$ cat src/rtl/lock_pkg.sv
// Shared definitions for the digital lock: keypad key codes and the
// entry-stage state encoding used by keypad_code_entry and the lock controlpath.
package lock_pkg;

    localparam logic [3:0] KEY_DIGIT_MAX = 4'h9;
    localparam logic [3:0] KEY_CLEAR     = 4'hA;
    localparam logic [3:0] KEY_BKSP      = 4'hB;
    localparam logic [3:0] KEY_ENTER     = 4'hE;

    typedef enum logic [1:0] {
        IDLE    = 2'd0,
        ENTRY   = 2'd1,
        PRESENT = 2'd2
    } entry_state_t;

    typedef enum logic [2:0] {
        KC_NONE  = 3'd0,
        KC_DIGIT = 3'd1,
        KC_CLEAR = 3'd2,
        KC_BKSP  = 3'd3,
        KC_ENTER = 3'd4
    } key_class_t;

    // Classify a raw key nibble; unassigned codes map to KC_NONE.
    function automatic key_class_t classify_key(input logic [3:0] key);
        key_class_t cls;
        if (key <= KEY_DIGIT_MAX)   cls = KC_DIGIT;
        else if (key == KEY_CLEAR)  cls = KC_CLEAR;
        else if (key == KEY_BKSP)   cls = KC_BKSP;
        else if (key == KEY_ENTER)  cls = KC_ENTER;
        else                        cls = KC_NONE;
        return cls;
    endfunction

endpackage

$ cat src/rtl/entry_timer.sv
// Inactivity timer for partial code entry. Down-counter holding the number of
// idle cycles still allowed; clear reloads it, enable decrements it, and expire
// flags the terminal count while enabled. With the default reload this fires
// on the TIMEOUT_CYC-th consecutive enabled cycle after a clear.
// Only instantiated when KEY_TIMEOUT_EN is defined.
module entry_timer #(
    parameter int TIMEOUT_CYC = 1000
) (
    input  logic clk,
    input  logic rst,
    input  logic clear,
    input  logic enable,
    output logic expire
);

    localparam int TMR_W = (TIMEOUT_CYC > 1) ? $clog2(TIMEOUT_CYC) : 1;
    localparam logic [TMR_W-1:0] TMR_LOAD = TMR_W'(TIMEOUT_CYC - 1);

    logic [TMR_W-1:0] remain_q;

    // Reload on clear/reset, count down while enabled, park at terminal count.
    always_ff @(posedge clk) begin
        if (rst || clear) begin
            remain_q <= TMR_LOAD;
        end else if (enable && (remain_q != '0)) begin
            remain_q <= remain_q - 1'b1;
        end
    end

    assign expire = enable && (remain_q == '0);

endmodule

$ cat src/rtl/keypad_code_entry.sv
// Keypad passcode assembler feeding the lock with a valid/ready handshake.
// Optional feature macro: KEY_TIMEOUT_EN (inactivity discard of partial entries).
//
// state   | meaning
// --------+-----------------------------------------------------------
// IDLE    | no digits held; waits for the first digit
// ENTRY   | 1..DIGITS digits held; edit keys and ENTER are acted on
// PRESENT | full code offered on code_out with code_valid until ready
module keypad_code_entry
    import lock_pkg::*;
#(
    parameter int DIGITS      = 4,
    parameter int DIGIT_W     = 4,
    parameter int TIMEOUT_CYC = 1000
) (
    input  logic                          clk,
    input  logic                          rst,
    input  logic [DIGIT_W-1:0]            key_in,
    input  logic                          key_strobe,
    input  logic                          code_ready,
    output logic [DIGITS*DIGIT_W-1:0]     code_out,
    output logic                          code_valid,
    output logic [$clog2(DIGITS+1)-1:0]   digit_cnt,
    output logic                          short_err,
    output logic                          timeout_err
);

    localparam int CODE_W = DIGITS * DIGIT_W;
    localparam int CNT_W  = $clog2(DIGITS + 1);
    localparam logic [CNT_W-1:0] CNT_FULL = CNT_W'(DIGITS);
    localparam logic [CNT_W-1:0] CNT_ONE  = CNT_W'(1);

    entry_state_t       state_q, state_d;
    logic [CODE_W-1:0]  code_q, code_d;
    logic [CNT_W-1:0]   cnt_q, cnt_d;
    logic               valid_q;
    logic               short_q, short_d;
    logic [3:0]         key_nib;
    key_class_t         key_cls;

    // Key codes live in the low nibble of key_in.
    assign key_nib = 4'(key_in);
    assign key_cls = classify_key(key_nib);

`ifdef KEY_TIMEOUT_EN
    logic timer_expire;
    logic timeout_q, timeout_d;

    // The timer only runs in ENTRY; any key event or other state reloads it.
    entry_timer #(
        .TIMEOUT_CYC (TIMEOUT_CYC)
    ) u_entry_timer (
        .clk    (clk),
        .rst    (rst),
        .clear  (key_strobe || (state_q != ENTRY)),
        .enable ((state_q == ENTRY) && !key_strobe),
        .expire (timer_expire)
    );
`endif

    // State and datapath registers; reset discards any held or presented code.
    always_ff @(posedge clk) begin
        if (rst) begin
            state_q <= IDLE;
            code_q  <= '0;
            cnt_q   <= '0;
            valid_q <= 1'b0;
            short_q <= 1'b0;
`ifdef KEY_TIMEOUT_EN
            timeout_q <= 1'b0;
`endif
        end else begin
            state_q <= state_d;
            code_q  <= code_d;
            cnt_q   <= cnt_d;
            valid_q <= (state_d == PRESENT);
            short_q <= short_d;
`ifdef KEY_TIMEOUT_EN
            timeout_q <= timeout_d;
`endif
        end
    end

    // Next-state and next-datapath decode for one key event or handshake.
    always_comb begin
        state_d = state_q;
        code_d  = code_q;
        cnt_d   = cnt_q;
        short_d = 1'b0;
`ifdef KEY_TIMEOUT_EN
        timeout_d = 1'b0;
`endif
        case (state_q)
            IDLE: begin
                if (key_strobe && (key_cls == KC_DIGIT)) begin
                    code_d  = {code_q[CODE_W-DIGIT_W-1:0], key_in};
                    cnt_d   = CNT_ONE;
                    state_d = ENTRY;
                end
            end

            ENTRY: begin
                if (key_strobe) begin
                    case (key_cls)
                        KC_DIGIT: begin
                            // A full buffer ignores further digits rather than wrapping.
                            if (cnt_q < CNT_FULL) begin
                                code_d = {code_q[CODE_W-DIGIT_W-1:0], key_in};
                                cnt_d  = cnt_q + 1'b1;
                            end
                        end
                        KC_BKSP: begin
                            code_d = code_q >> DIGIT_W;
                            cnt_d  = cnt_q - 1'b1;
                            if (cnt_q == CNT_ONE) begin
                                state_d = IDLE;
                            end
                        end
                        KC_CLEAR: begin
                            code_d  = '0;
                            cnt_d   = '0;
                            state_d = IDLE;
                        end
                        KC_ENTER: begin
                            if (cnt_q == CNT_FULL) begin
                                state_d = PRESENT;
                            end else begin
                                short_d = 1'b1;
                                code_d  = '0;
                                cnt_d   = '0;
                                state_d = IDLE;
                            end
                        end
                        default: begin
                        end
                    endcase
                end
`ifdef KEY_TIMEOUT_EN
                else if (timer_expire) begin
                    timeout_d = 1'b1;
                    code_d    = '0;
                    cnt_d     = '0;
                    state_d   = IDLE;
                end
`endif
            end

            PRESENT: begin
                // Keys are ignored here; only the lock accepting the code releases it.
                if (valid_q && code_ready) begin
                    code_d  = '0;
                    cnt_d   = '0;
                    state_d = IDLE;
                end
            end

            default: begin
                code_d  = '0;
                cnt_d   = '0;
                state_d = IDLE;
            end
        endcase
    end

    assign code_out   = code_q;
    assign code_valid = valid_q;
    assign digit_cnt  = cnt_q;
    assign short_err  = short_q;

`ifdef KEY_TIMEOUT_EN
    assign timeout_err = timeout_q;
`else
    assign timeout_err = 1'b0;
`endif

endmodule

$ cat config.mk
export PLATFORM = sky130hd
export DESIGN_NAME = keypad_code_entry
export DESIGN_NICKNAME = d
export VERILOG_FILES = /design/src/rtl/lock_pkg.sv /design/src/rtl/entry_timer.sv /design/src/rtl/keypad_code_entry.sv
export SDC_FILE = /design/constraint.sdc
export NUM_CORES = 1
export LEC_CHECK = 0
export BUFFER_PORTS_ARGS = -buffer_cell sky130_fd_sc_hd__buf_2
export CELL_PAD_IN_SITES_DETAIL_PLACEMENT = 1
export CELL_PAD_IN_SITES_GLOBAL_PLACEMENT = 1
export CORE_UTILIZATION = 40
export CTS_CLUSTER_DIAMETER = 60
export CTS_CLUSTER_SIZE = 8
export DETAILED_ROUTE_END_ITERATION = 8
export PLACE_DENSITY = 0.78
export SYNTH_ARGS = -nofsm -noshare
export SYNTH_HDL_FRONTEND = slang
export SYNTH_SLANG_ARGS = --single-unit
export TNS_END_PERCENT = 50
$ cat constraint.sdc
create_clock -name clk -period 1.8 [get_ports clk]
set_input_delay 0.27 -clock clk [delete_from_list [all_inputs] [get_ports clk]]
set_output_delay 0.27 -clock clk [all_outputs]
set_load 0.005 [all_outputs]
# == After elaboration in Yosys (flattened, before gate mapping) ==
# Index checks and enable logic that the tools add are counted.
# word_totals
romBits,0
mem_bits_rw,0
n_memories,0
register_bits,23
wordCells,61
latchBits,0
# classes
addsub,2
mul,0
n_eq_ne,18
muxes,26
n_shift,0
div_mod_pow,0
bitwise,3
reduce_logical,5
n_lt_le_gt_ge,2
# ops
operator,count
$mux W16,5
$pmux W16 S4,1
$pmux W16 S3,1
$mux W3,9
$eq A4 B4 Y1 const B,3
$pmux W2 S3,2
$pmux W3 S4,1
$mux W2,5
$pmux W3 S3,1
$eq A3 B1 Y1 const B,2
$eq A3 B2 Y1 const B,2
$eq A3 B3 Y1 const B,2
$ne A2 B2 Y1 const B,3
$ne A3 B3 Y1 const B,2
$reduce_and A6 Y1,1
$ne A5 B3 Y1 const B,1
$eq A2 B2 Y1 const B,2
$le A4 B4 Y1 const B,1
$reduce_or A4 Y1,1
$add A3 B1 Y3 const B,1
$lt A3 B3 Y1 const B,1
$not A1 Y1,3
$sub A3 B1 Y3 const B,1
$eq A2 B1 Y1 const B,1
other kinds (3),4

# == Longest topological paths before layout ==
# Gate-level depths: netlist of run 1.
# depth
ltp_word,10
depth_mapped,8

# == Least setup slack after synthesis of run 1 ==
# OpenSTA, ideal clock, no wires.
# synth_timing
path_type,register to register
start,register cnt_q[0] (netlist: digit_cnt[0])
end,register code_q[0] (netlist: code_out[0])
setup_ns,0.132
stages_incl_launch_ff,9
arrival_ns,1.540
n_path_buf,2
path_slack_ns,0.129
cell_sequence,dfxtp_1 > inv_1 > ha_1 > nand4b_1 > nor3_1 > o32a_1 > buf_6 > buf_12 > mux2i_1
# synth_via
elab_chain_len,3
word_cells_on_any_way,5
# synth_rtl
element,line_no,source
from (decl),keypad_code_entry.sv:35,"logic [CNT_W-1:0] cnt_q, cnt_d;"
from (signal assigned),keypad_code_entry.sv:75,cnt_q <= cnt_d;
$lt A3 B3 Y1 or $eq A3 B3 Y1 (tied branches),"keypad_code_entry.sv:107, keypad_code_entry.sv:125",
$ne A3 B3 Y1 (no source line),-,
$reduce_and A6 Y1 (no source line) *,-,
to (signal assigned),keypad_code_entry.sv:74,code_q <= code_d;
to (decl),keypad_code_entry.sv:34,"logic [CODE_W-1:0] code_q, code_d;"
# Mark *: on every way between the ends. The rest lies on a longest branch, timed or not.
# A chain may end at the register's enable or synchronous reset.

# == Final worst setup path of run 1 ==
# layout_timing
start,register cnt_q[1] (netlist: digit_cnt[1])
end,register code_q[9] (netlist: code_out[9])
# Same word-level chain as after synthesis.

==> results.sh, run 1 <==
export IMPL_cts_made_buffers=3
export IMPL_antenna_cells=0
export IMPL_drtAntennaViolNets=0
export IMPL_finalCritPeriodShare_pct=92.2
export IMPL_grt_max_degree=40
export IMPL_area_growth_pct=14.7
export IMPL_ios=30
export IMPL_r2r_start="digit_cnt[1]"
export IMPL_cts_resized=0
export IMPL_synth_common_cells="nand2b_1 (28), dfxtp_1 (23), mux2i_1 (19)"
export IMPL_hp_class="in2reg"
export IMPL_clockPowerShare_pct=29.3
export IMPL_place_gp_congestion=0.876
export IMPL_cp_max_fo=11
export IMPL_tns_ns=0
export IMPL_slowest_stage="dfxtp_1"
export IMPL_postCtsSetupBuffers=0
export IMPL_outcome="finished, final reports clean"
export IMPL_slowest_delay_ns=0.38
export IMPL_dpl_instance_area_um2=1720
export IMPL_io_buffers=28
export IMPL_synth_cell_types=44
export IMPL_clock_latency_ns=0.26
export IMPL_synth_most_common_cell="nand2b_1"
export IMPL_clk_pin_slew_ns=0.08
export IMPL_drt_iter0_markers=61
export IMPL_nets=221
export IMPL_synth_area_leaders="dfxtp_1 (30%), mux2i_1 (12%), nand2b_1 (11%), o21bai_1 (3.9%), a21oi_1 (3.6%)"
export IMPL_cp_end_kind="register"
export IMPL_arrival_ns=1.81
export IMPL_ys_async_sr_fraction_pct=0
export IMPL_finalClockSkew_ns=0.00694
export IMPL_drv_cap=0
export IMPL_p_int_w=0.000793
export IMPL_max_slew_margin_pct=63.9
export IMPL_seqPwrFrac_pct=49.1
export IMPL_dieWidth_um=64.0
export IMPL_routedWlPerCell_um=16.9
export IMPL_powerDensity_nw_per_um2=634
export IMPL_drc_errors=0
export IMPL_stdcell_area_um2=1770
export IMPL_peakVddDrop_mv=0.244
export IMPL_syn_inst=181
export IMPL_drt_pre_antenna_iters=4
export IMPL_synth_seq_cells=23
export IMPL_startpoint_type="register"
export IMPL_p_comb_share_pct=21.6
export IMPL_start_util_pct=41.7
export IMPL_grt_setup_unrepaired="yes"
export IMPL_htree_levels=1
export IMPL_core_um2=3690
export IMPL_yosysWarnings=0
export IMPL_tightest_slew_ns=0.542
export IMPL_p_leak_nw=0.769
export IMPL_netSwitchingFraction_pct=29.2
export IMPL_hold_viol=0
export IMPL_crit_end="code_out[9]"
export IMPL_num_rows=22
export IMPL_grt_pass1_vias=1511
export IMPL_critPathKind="reg2reg"
export IMPL_timing_rr_end="code_out[9]"
export IMPL_critical_path_required_ns=1.95
export IMPL_max_freq_ghz=0.602
export IMPL_grt_pass1_wl_mm=7.33
export IMPL_cts_buffer_depth=2
export IMPL_grt_usage_pct=22.9
export IMPL_period_minus_slack_ns=1.66
export IMPL_cts_hold_buffers=0
export IMPL_dp_hpwl_mm=3.13
export IMPL_setup_viol=0
export IMPL_vias_per_cell=5.58
export IMPL_syn_avg_cell_area_um2=8.50
export IMPL_cts_root_buf="clkbuf_8"
export IMPL_antenna_found_initial=0
export IMPL_clkSinkCount=23
export IMPL_r2r_slack_ns=0.14
export IMPL_fill_cells=472
export IMPL_slew_viol_final=0
export IMPL_ys_flop_type="dfxtp_1"
export IMPL_netlist_area_leader_share_pct=29.9
export IMPL_power_switching_w=0.000326
export IMPL_die_h_um=64.0
export IMPL_ys_seq_area_share_pct=29.9
export IMPL_vias=1429
export IMPL_totalWireLength_mm=4.31
export IMPL_worstSetupStartpoint="digit_cnt[1]"
export IMPL_netlist_area_um2=1540
export IMPL_path_cells="inv_1 > ha_1 > nand4b_1 > nor3_1 > o32a_1 > buf_4 > mux2i_1"
export IMPL_overflow=0
export IMPL_cts_tree="done"
export IMPL_synth_area_leader_cell="dfxtp_1"
export IMPL_fp_dieArea_um2=4100
export IMPL_ff2ff_path_depth=7
export IMPL_synth_edf_count=0
export IMPL_syn_nets=193
export IMPL_final_layout_size_suffix_gt1_share_pct=22.1
[cell families (layout without fill, tap and decap cells)]
family                   Yosys count  in the layout  synth area share (%)
XOR/XNOR                           1              1                 0.569
flip-flops                        23             23                  29.9
other                              1              1                 0.244
AND/OR/NAND/NOR                   64             64                  24.8
multiplexers                      19             19                  12.4
AO/OA/AOI/OAI                     43             43                  20.0
adder cells (fa/ha/maj)            4              4                  3.25
buffers and inverters             26             53                  8.86
[power by group through the flow]
stage | sequential [W] | clock (W) | combinational [W]
after floorplan | 0.000560 | 0 | 0.000172
after global placement | 0.000559 | 0 | 0.000229
after detailed placement | 0.000562 | 0 | 0.000239
after CTS | 0.000550 | 0.000338 | 0.000241
after global routing | 0.000554 | 0.000367 | 0.000264
final | 0.000550 | 0.000328 | 0.000241
[stage by stage]
stage                     hold slack (ns)  util [%]  setup WS, ns  power, W  std cells
final                               0.370      47.9         0.140   0.00112        256
after global routing                0.381      47.9       -0.0358   0.00119        256
after CTS                           0.371      47.9         0.140   0.00113        256
after detailed placement            0.500      46.6         0.118  0.000801        252
after global placement              0.475      46.6         0.204  0.000788        252
after floorplan                     0.481         -         0.129  0.000731        181
[placed cells by master, fill, tap and decap left out, types with 2 or more instances in the layout]
cell type	instances
nand2b_1	28
buf_2	28
dfxtp_1	23
mux2i_1	19
inv_1	11
a21oi_1	11
buf_4	10
nand2_1	8
nor3_1	8
o21bai_1	8
nand3b_1	4
ha_1	4
a221oi_1	3
o21ai_0	3
nor2_1	3
a211oi_1	3
o221ai_1	3
clkbuf_8	3
and3_1	2
nand4b_1	2
or2b_1	2
a211o_1	2
[state kept, by name (all words and copies together), names as in the netlist]
signal	cells
code_out	16
code_valid	1
digit_cnt	3
short_err	1
state_q	2
[worst min-delay path by stage]
stage                     depth (start not counted)            to  slack [ns]    startpoint
after floorplan                                   2  code_out[13]        0.48  code_out[13]
after global placement                            2   code_out[7]        0.47   code_out[7]
after detailed placement                          2  code_out[15]        0.50  code_out[15]
after CTS                                         3    state_q[1]        0.37    code_ready
after global routing                              3    state_q[1]        0.38    code_ready
final                                             3    state_q[1]        0.37    code_ready
[worst max-delay path: cells and delay by family (launching register included)]
kind | cells | cell delay [ns]
flops | 1 | 0.38
compound gates | 1 | 0.35
fa+ha+maj | 1 | 0.23
simple gates | 2 | 0.15
buf+inv | 2 | 0.30
mux | 1 | 0.14
[layer usage]
metal	vias up	wire length (um)	GRT usage, %
li1	692	-	-
met1	703	1880	26.6
met2	28	2250	43.5
met3	6	129	2.32
met4	0	48	6.25
met5	-	0	0
[cell type report]
type / count / area [um^2] / area share (%)
Clock buffer: 3 / 41.3 / 2.34
Clock inverter: 1 / 5.00 / 0.283
Inverter: 11 / 41.3 / 2.34
Multi-Input combinational cell: 132 / 942 / 53.4
Sequential cell: 23 / 460 / 26.1
Tap cell: 48 / 60.1 / 3.40
Timing Repair Buffer: 38 / 215 / 12.2
Note: power is estimated with default switching activity, not from simulation.
==> run 2: changes to the inputs <==
--- a/config.mk
+++ b/config.mk
@@ -5,15 +5,16 @@
 export SDC_FILE = /design/constraint.sdc
 export NUM_CORES = 1
 export LEC_CHECK = 0
+export ABC_AREA = 1
 export BUFFER_PORTS_ARGS = -buffer_cell sky130_fd_sc_hd__buf_2
 export CELL_PAD_IN_SITES_DETAIL_PLACEMENT = 1
 export CELL_PAD_IN_SITES_GLOBAL_PLACEMENT = 1
-export CORE_UTILIZATION = 40
+export CORE_UTILIZATION = 37
 export CTS_CLUSTER_DIAMETER = 60
 export CTS_CLUSTER_SIZE = 8
 export DETAILED_ROUTE_END_ITERATION = 8
-export PLACE_DENSITY = 0.78
+export PLACE_DENSITY = 0.79
 export SYNTH_ARGS = -nofsm -noshare
 export SYNTH_HDL_FRONTEND = slang
 export SYNTH_SLANG_ARGS = --single-unit
-export TNS_END_PERCENT = 50
+export TNS_END_PERCENT = 20
==> results.sh, run 2 <==
export IMPL_cts_made_buffers=3
export IMPL_hp_class="in2reg"
export IMPL_slowest_delay_ns=0.37
export IMPL_p_leak_nw=0.986
export IMPL_cts_hold_buffers=0
export IMPL_grt_usage_pct=22.4
export IMPL_grt_pass1_wl_mm=7.42
export IMPL_yosysWarnings=0
export IMPL_cp_depth=10
export IMPL_syn_nets=267
export IMPL_ys_async_sr_fraction_pct=0
export IMPL_drv_cap=0
export IMPL_area_growth_pct=19.1
export IMPL_grt_setup_unrepaired="no"
export IMPL_period_minus_slack_ns=1.60
export IMPL_synth_most_common_cell="nand2_1"
export IMPL_peakVddDrop_mv=0.505
export IMPL_critPathBufInv=1
export IMPL_finalClockSkew_ns=0.00188
export IMPL_io_buffers=28
export IMPL_r2r_slack_ns=0.20
export IMPL_netlist_area_leader_share_pct=30.5
export IMPL_netlist_area_um2=1510
export IMPL_fill_cells=565
export IMPL_htree_levels=1
export IMPL_max_freq_ghz=0.625
export IMPL_drtAntennaViolNets=0
export IMPL_ios=30
export IMPL_slowest_stage="dfxtp_2"
export IMPL_drt_iter0_markers=105
export IMPL_drt_pre_antenna_iters=4
export IMPL_syn_avg_cell_area_um2=5.92
export IMPL_crit_end="code_out[9]"
export IMPL_clkSinkCount=23
export IMPL_tns_ns=0
export IMPL_nets=304
export IMPL_overflow=0
export IMPL_grt_max_degree=19
export IMPL_ys_flop_type="dfxtp_1"
export IMPL_totalWireLength_mm=4.41
export IMPL_cts_buffer_depth=2
export IMPL_postCtsSetupBuffers=0
export IMPL_die_h_um=65.9
export IMPL_hold_viol=0
export IMPL_cts_root_buf="clkbuf_8"
export IMPL_powerDensity_nw_per_um2=791
export IMPL_worstSetupStartpoint="digit_cnt[0]"
export IMPL_dieWidth_um=65.9
export IMPL_critical_path_required_ns=1.97
export IMPL_drc_errors=0
export IMPL_final_util_pct=47.3
export IMPL_place_gp_congestion=0.875
export IMPL_start_util_pct=39.7
export IMPL_synth_area_leader_cell="dfxtp_1"
export IMPL_timing_rr_end="code_out[9]"
export IMPL_whs_path_depth=2
export IMPL_clk_pin_slew_ns=0.09
export IMPL_cts_resized=0
export IMPL_routedWlPerCell_um=13.0
export IMPL_vias=1649
export IMPL_fp_dieArea_um2=4340
export IMPL_cp_max_fo=18
export IMPL_final_layout_size_suffix_gt1_share_pct=22.3
export IMPL_vias_per_cell=4.86
export IMPL_finalCritPeriodShare_pct=88.9
export IMPL_synth_area_leaders="dfxtp_1 (31%), nand2_1 (17%), nor2_1 (15%), nand3_1 (9.0%), inv_1 (6.2%)"
export IMPL_antenna_found_initial=0
export IMPL_num_rows=22
export IMPL_final_cell_mix="nand2_1 (70), nor2_1 (61), buf_2 (28)"
export IMPL_ys_seq_area_share_pct=30.5
export IMPL_synth_seq_cells=23
export IMPL_startpoint_type="register"
export IMPL_path_cells="inv_1 > ha_1 > nand2_1 > nor2_2 > nand2_4 > nand2_2 > nor2_4 > nand2_4 > nor2_1 > nor2_1"
export IMPL_outcome="finished, final reports clean"
export IMPL_syn_inst=255
export IMPL_antenna_cells=0
export IMPL_clock_latency_ns=0.27
export IMPL_largest_reg_flops=16
export IMPL_setup_viol=0
export IMPL_r2r_start="digit_cnt[0]"
export IMPL_ff2ff_path_depth=10
export IMPL_cts_tree="done"
export IMPL_critical_path_top_delay_family="simple AND/OR/NAND/NOR gates"
export IMPL_synth_edf_count=0
export IMPL_slew_viol_final=0
export IMPL_dp_hpwl_mm=3.42
export IMPL_grt_pass1_vias=1560
export IMPL_synth_cell_types=24
export IMPL_layout_commonest_cell="nand2_1"
export IMPL_core_um2=3800
export IMPL_cp_end_kind="register"
export IMPL_critPathKind="reg2reg"
export IMPL_arrival_ns=1.77
export IMPL_synth_common_cells="nand2_1 (70), nor2_1 (61), nand3_1 (27)"
[run 2: changes by cell type in the layout (fill, tap and decap cells not counted), moves of 7 or more]
cell / change
nand2_1: +62
nor3_1: -7
o21bai_1: -8
mux2i_1: -19
nand3_1: +27
nand2b_1: -28
nor2_1: +58
nand2_2: +7
inv_1: +14
[run 2: where the power goes]
group,internal (W),switching [W],total [W]
Clock,0.000157,0.000189,0.000346
Sequential,0.000565,0.0000550,0.000620
Combinational,0.000180,0.000275,0.000455
Total,0.000902,0.000518,0.00142
[run 2: worst min path at each step]
stage	start	to
finish	rst	state_q[1]
global route	rst	state_q[1]
CTS	rst	state_q[1]
detailed placement	rst	state_q[1]
global placement	rst	code_valid
floorplan	rst	code_valid
[run 2: cell type report]
| class | instances | area (um^2) | share of cell area, % |
|---|---|---|---|
| multi-input combinational | 195 | 891 | 49.6 |
| sequential | 23 | 462 | 25.7 |
| timing repair buffer | 39 | 223 | 12.4 |
| inverter | 30 | 113 | 6.27 |
| tap | 48 | 60.1 | 3.34 |
| clock buffer | 3 | 41.3 | 2.30 |
| clock inverter | 1 | 7.51 | 0.418 |
[run 2: stage by stage]
stage | hold WS [ns] | cells | total power [W] | instance area (um^2) | setup WS [ns]
detailed placement | 0.476 | 335 | 0.00109 | 1750 | 0.150
global route | 0.194 | 339 | 0.00152 | 1800 | 0.0535
floorplan | 0.339 | 255 | 0.000920 | 1510 | 0.265
finish | 0.189 | 339 | 0.00142 | 1800 | 0.200
CTS | 0.180 | 339 | 0.00144 | 1800 | 0.131
global placement | 0.479 | 335 | 0.00108 | 1750 | 0.252
[run 2: logic make-up (layout without fill, tap and decap cells)]
group | after synthesis | after routing | share of synthesized area (%)
AO/OA/AOI/OAI | 13 | 13 | 4.64
XOR/XNOR | 1 | 1 | 0.581
adder cells (fa/ha/maj) | 4 | 4 | 3.32
buffers and inverters | 37 | 73 | 10.4
flip-flops | 23 | 23 | 30.5
other | 1 | 1 | 0.249
AND/OR/NAND/NOR | 176 | 176 | 50.2
[run 2: routing by layer]
metal	part of all wire, %	wire length (um)	global-route usage, %	up-vias
met4	0.48	21	4.08	0
met3	4.1	179	4.31	2
met5	0	0	0	-
met1	50	2190	30.6	764
li1	-	-	-	849
met2	46	2020	36.4	34
==> run 3: changes to the inputs <==
--- a/config.mk
+++ b/config.mk
@@ -6,14 +6,14 @@
 export NUM_CORES = 1
 export LEC_CHECK = 0
 export ABC_AREA = 1
-export BUFFER_PORTS_ARGS = -buffer_cell sky130_fd_sc_hd__buf_2
 export CELL_PAD_IN_SITES_DETAIL_PLACEMENT = 1
 export CELL_PAD_IN_SITES_GLOBAL_PLACEMENT = 1
-export CORE_UTILIZATION = 37
+export CORE_UTILIZATION = 42
 export CTS_CLUSTER_DIAMETER = 60
 export CTS_CLUSTER_SIZE = 8
 export DETAILED_ROUTE_END_ITERATION = 8
-export PLACE_DENSITY = 0.79
+export DONT_BUFFER_PORTS = 1
+export PLACE_DENSITY = 0.78
 export SYNTH_ARGS = -nofsm -noshare
 export SYNTH_HDL_FRONTEND = slang
 export SYNTH_SLANG_ARGS = --single-unit
==> results.sh, run 3 (synthesized netlist as in run 2, its figures left out) <==
export IMPL_cp_max_fo=18
export IMPL_seqPwrFrac_pct=49.9
export IMPL_cts_tree="done"
export IMPL_r2r_slack_ns=0.21
export IMPL_postCtsSetupBuffers=0
export IMPL_max_freq_ghz=0.627
export IMPL_dieWidth_um=61.9
export IMPL_cp_end_kind="register"
export IMPL_finalCritPeriodShare_pct=88.6
export IMPL_cts_root_buf="clkbuf_4"
export IMPL_grt_setup_unrepaired="no"
export IMPL_slowest_delay_ns=0.39
export IMPL_seqCellArea_um2=460
export IMPL_vias_per_cell=5.00
export IMPL_area_growth_pct=8.87
export IMPL_drt_pre_antenna_iters=4
export IMPL_clkSinkCount=23
export IMPL_clockPowerShare_pct=19.3
export IMPL_power_switching_w=0.000469
export IMPL_netSwitchingFraction_pct=37.2
export IMPL_cts_made_buffers=3
export IMPL_startpoint_type="register"
export IMPL_arrival_ns=1.82
export IMPL_totalWireLength_mm=4.08
export IMPL_num_rows=21
export IMPL_tns_ns=0
export IMPL_core_um2=3390
export IMPL_final_cell_mix="nand2_1 (70), nor2_1 (61), nand3_1 (27)"
export IMPL_clk_pin_slew_ns=0.13
export IMPL_overflow=0
export IMPL_hp_class="in2reg"
export IMPL_routedWlPerCell_um=13.2
export IMPL_slowest_stage="dfxtp_1"
export IMPL_outcome="finished, final reports clean"
export IMPL_power_w=0.00126
export IMPL_slew_viol_final=0
export IMPL_multiInputGateArea_um2=900
export IMPL_holdPathEnd="short_err"
export IMPL_drv_cap=0
export IMPL_period_minus_slack_ns=1.59
export IMPL_ff2ff_path_depth=10
export IMPL_grt_pass1_wl_mm=6.47
export IMPL_place_gp_congestion=0.848
export IMPL_finalClockSkew_ns=0.00156
export IMPL_timing_hold_ws_ns=0.129
export IMPL_drc_errors=0
export IMPL_final_layout_size_suffix_gt1_share_pct=13.3
export IMPL_p_leak_nw=0.846
export IMPL_setup_viol=0
export IMPL_clock_latency_ns=0.31
export IMPL_htree_levels=1
export IMPL_fill_cells=487
export IMPL_dp_hpwl_mm=3.21
export IMPL_cts_buffer_depth=2
export IMPL_p_comb_share_pct=30.8
export IMPL_drt_iter0_markers=82
export IMPL_path_cells="inv_1 > ha_1 > nand2_1 > nor2_2 > nand2_4 > nand2_2 > nor2_4 > nand2_8 > nor2_1 > nor2_1"
export IMPL_layout_commonest_cell="nand2_1"
export IMPL_grt_usage_pct=23.2
export IMPL_peakVddDrop_mv=0.436
export IMPL_drtAntennaViolNets=0
export IMPL_start_util_pct=44.5
export IMPL_antenna_cells=0
export IMPL_timing_rr_end="code_out[9]"
export IMPL_die_h_um=61.9
export IMPL_cpMostUsedCell="nor2_1"
export IMPL_critPathKind="reg2reg"
export IMPL_whs_path_depth=2
export IMPL_min_delay_start="key_strobe"
export IMPL_grt_max_degree=19
export IMPL_grt_pass1_vias=1401
export IMPL_p_int_w=0.000794
export IMPL_vias=1546
export IMPL_hold_viol=0
export IMPL_antenna_found_initial=0
export IMPL_critical_path_required_ns=2.02
export IMPL_powerDensity_nw_per_um2=769
export IMPL_largest_reg_flops=16
export IMPL_nets=276
export IMPL_io_buffers=0
export IMPL_ios=30
export IMPL_fp_dieArea_um2=3840
export IMPL_r2r_start="digit_cnt[1]"
## run 3: final cells by class
cell class | instances | area share (%)
clock buffers | 3 | 1.37
clock inverters | 1 | 0.305
inverters | 30 | 6.85
multi-input cells | 195 | 54.8
flip-flops and latches | 23 | 28.0
well taps | 46 | 3.50
repair buffers | 11 | 5.18
## run 3: what timing repair did
item	CTS	global route
resized for setup	0	1
endpoints found under the hold margin	3	0
endpoints found under the setup margin	0	1
hold buffers	1	0
## run 3: worst max-delay path by stage
stage | from | endpoint | cells past startpoint
after detailed placement | digit_cnt[1] | code_out[8] | 10
after CTS | digit_cnt[1] | code_out[2] | 11
after global routing | digit_cnt[1] | code_out[9] | 10
after global placement | digit_cnt[1] | code_out[9] | 10
final | digit_cnt[1] | code_out[9] | 10
after floorplan | digit_cnt[0] | code_out[8] | 11
## run 3: routing by layer
metal  up-vias  track usage (%)  wire [um]
li1        795                -          -
met1       715             32.1       2050
met2        30             37.5       1840
met3         6             4.55        149
met4         0             4.76         34
met5         -                0          0
## run 3: critical path: cells and delay by family, from the launching register on
family                     cells  cell delay, ns
adders and majority gates      1            0.19
buffers and inverters          1            0.10
DFF                            1            0.39
and+or+nand+nor                8            0.82
## run 3: power groups by stage
stage | combinational (W) | sequential (W) | clock, W
5_1_grt | 0.000454 | 0.000641 | 0.000275
3_5_place_dp | 0.000384 | 0.000643 | 0
4_1_cts | 0.000389 | 0.000632 | 0.000263
6_report | 0.000389 | 0.000631 | 0.000244
2_1_floorplan | 0.000297 | 0.000623 | 0
3_3_place_gp | 0.000373 | 0.000642 | 0
## run 3: through the flow
stage / instance area (um^2) / setup WS, ns / utilization (%) / instances
2_1_floorplan: 1510 / 0.265 / - / 255
3_3_place_gp: 1600 / 0.276 / 47.1 / 304
3_5_place_dp: 1600 / 0.218 / 47.1 / 304
4_1_cts: 1630 / 0.201 / 48.2 / 309
5_1_grt: 1640 / 0.00954 / 48.5 / 309
6_report: 1640 / 0.206 / 48.5 / 309
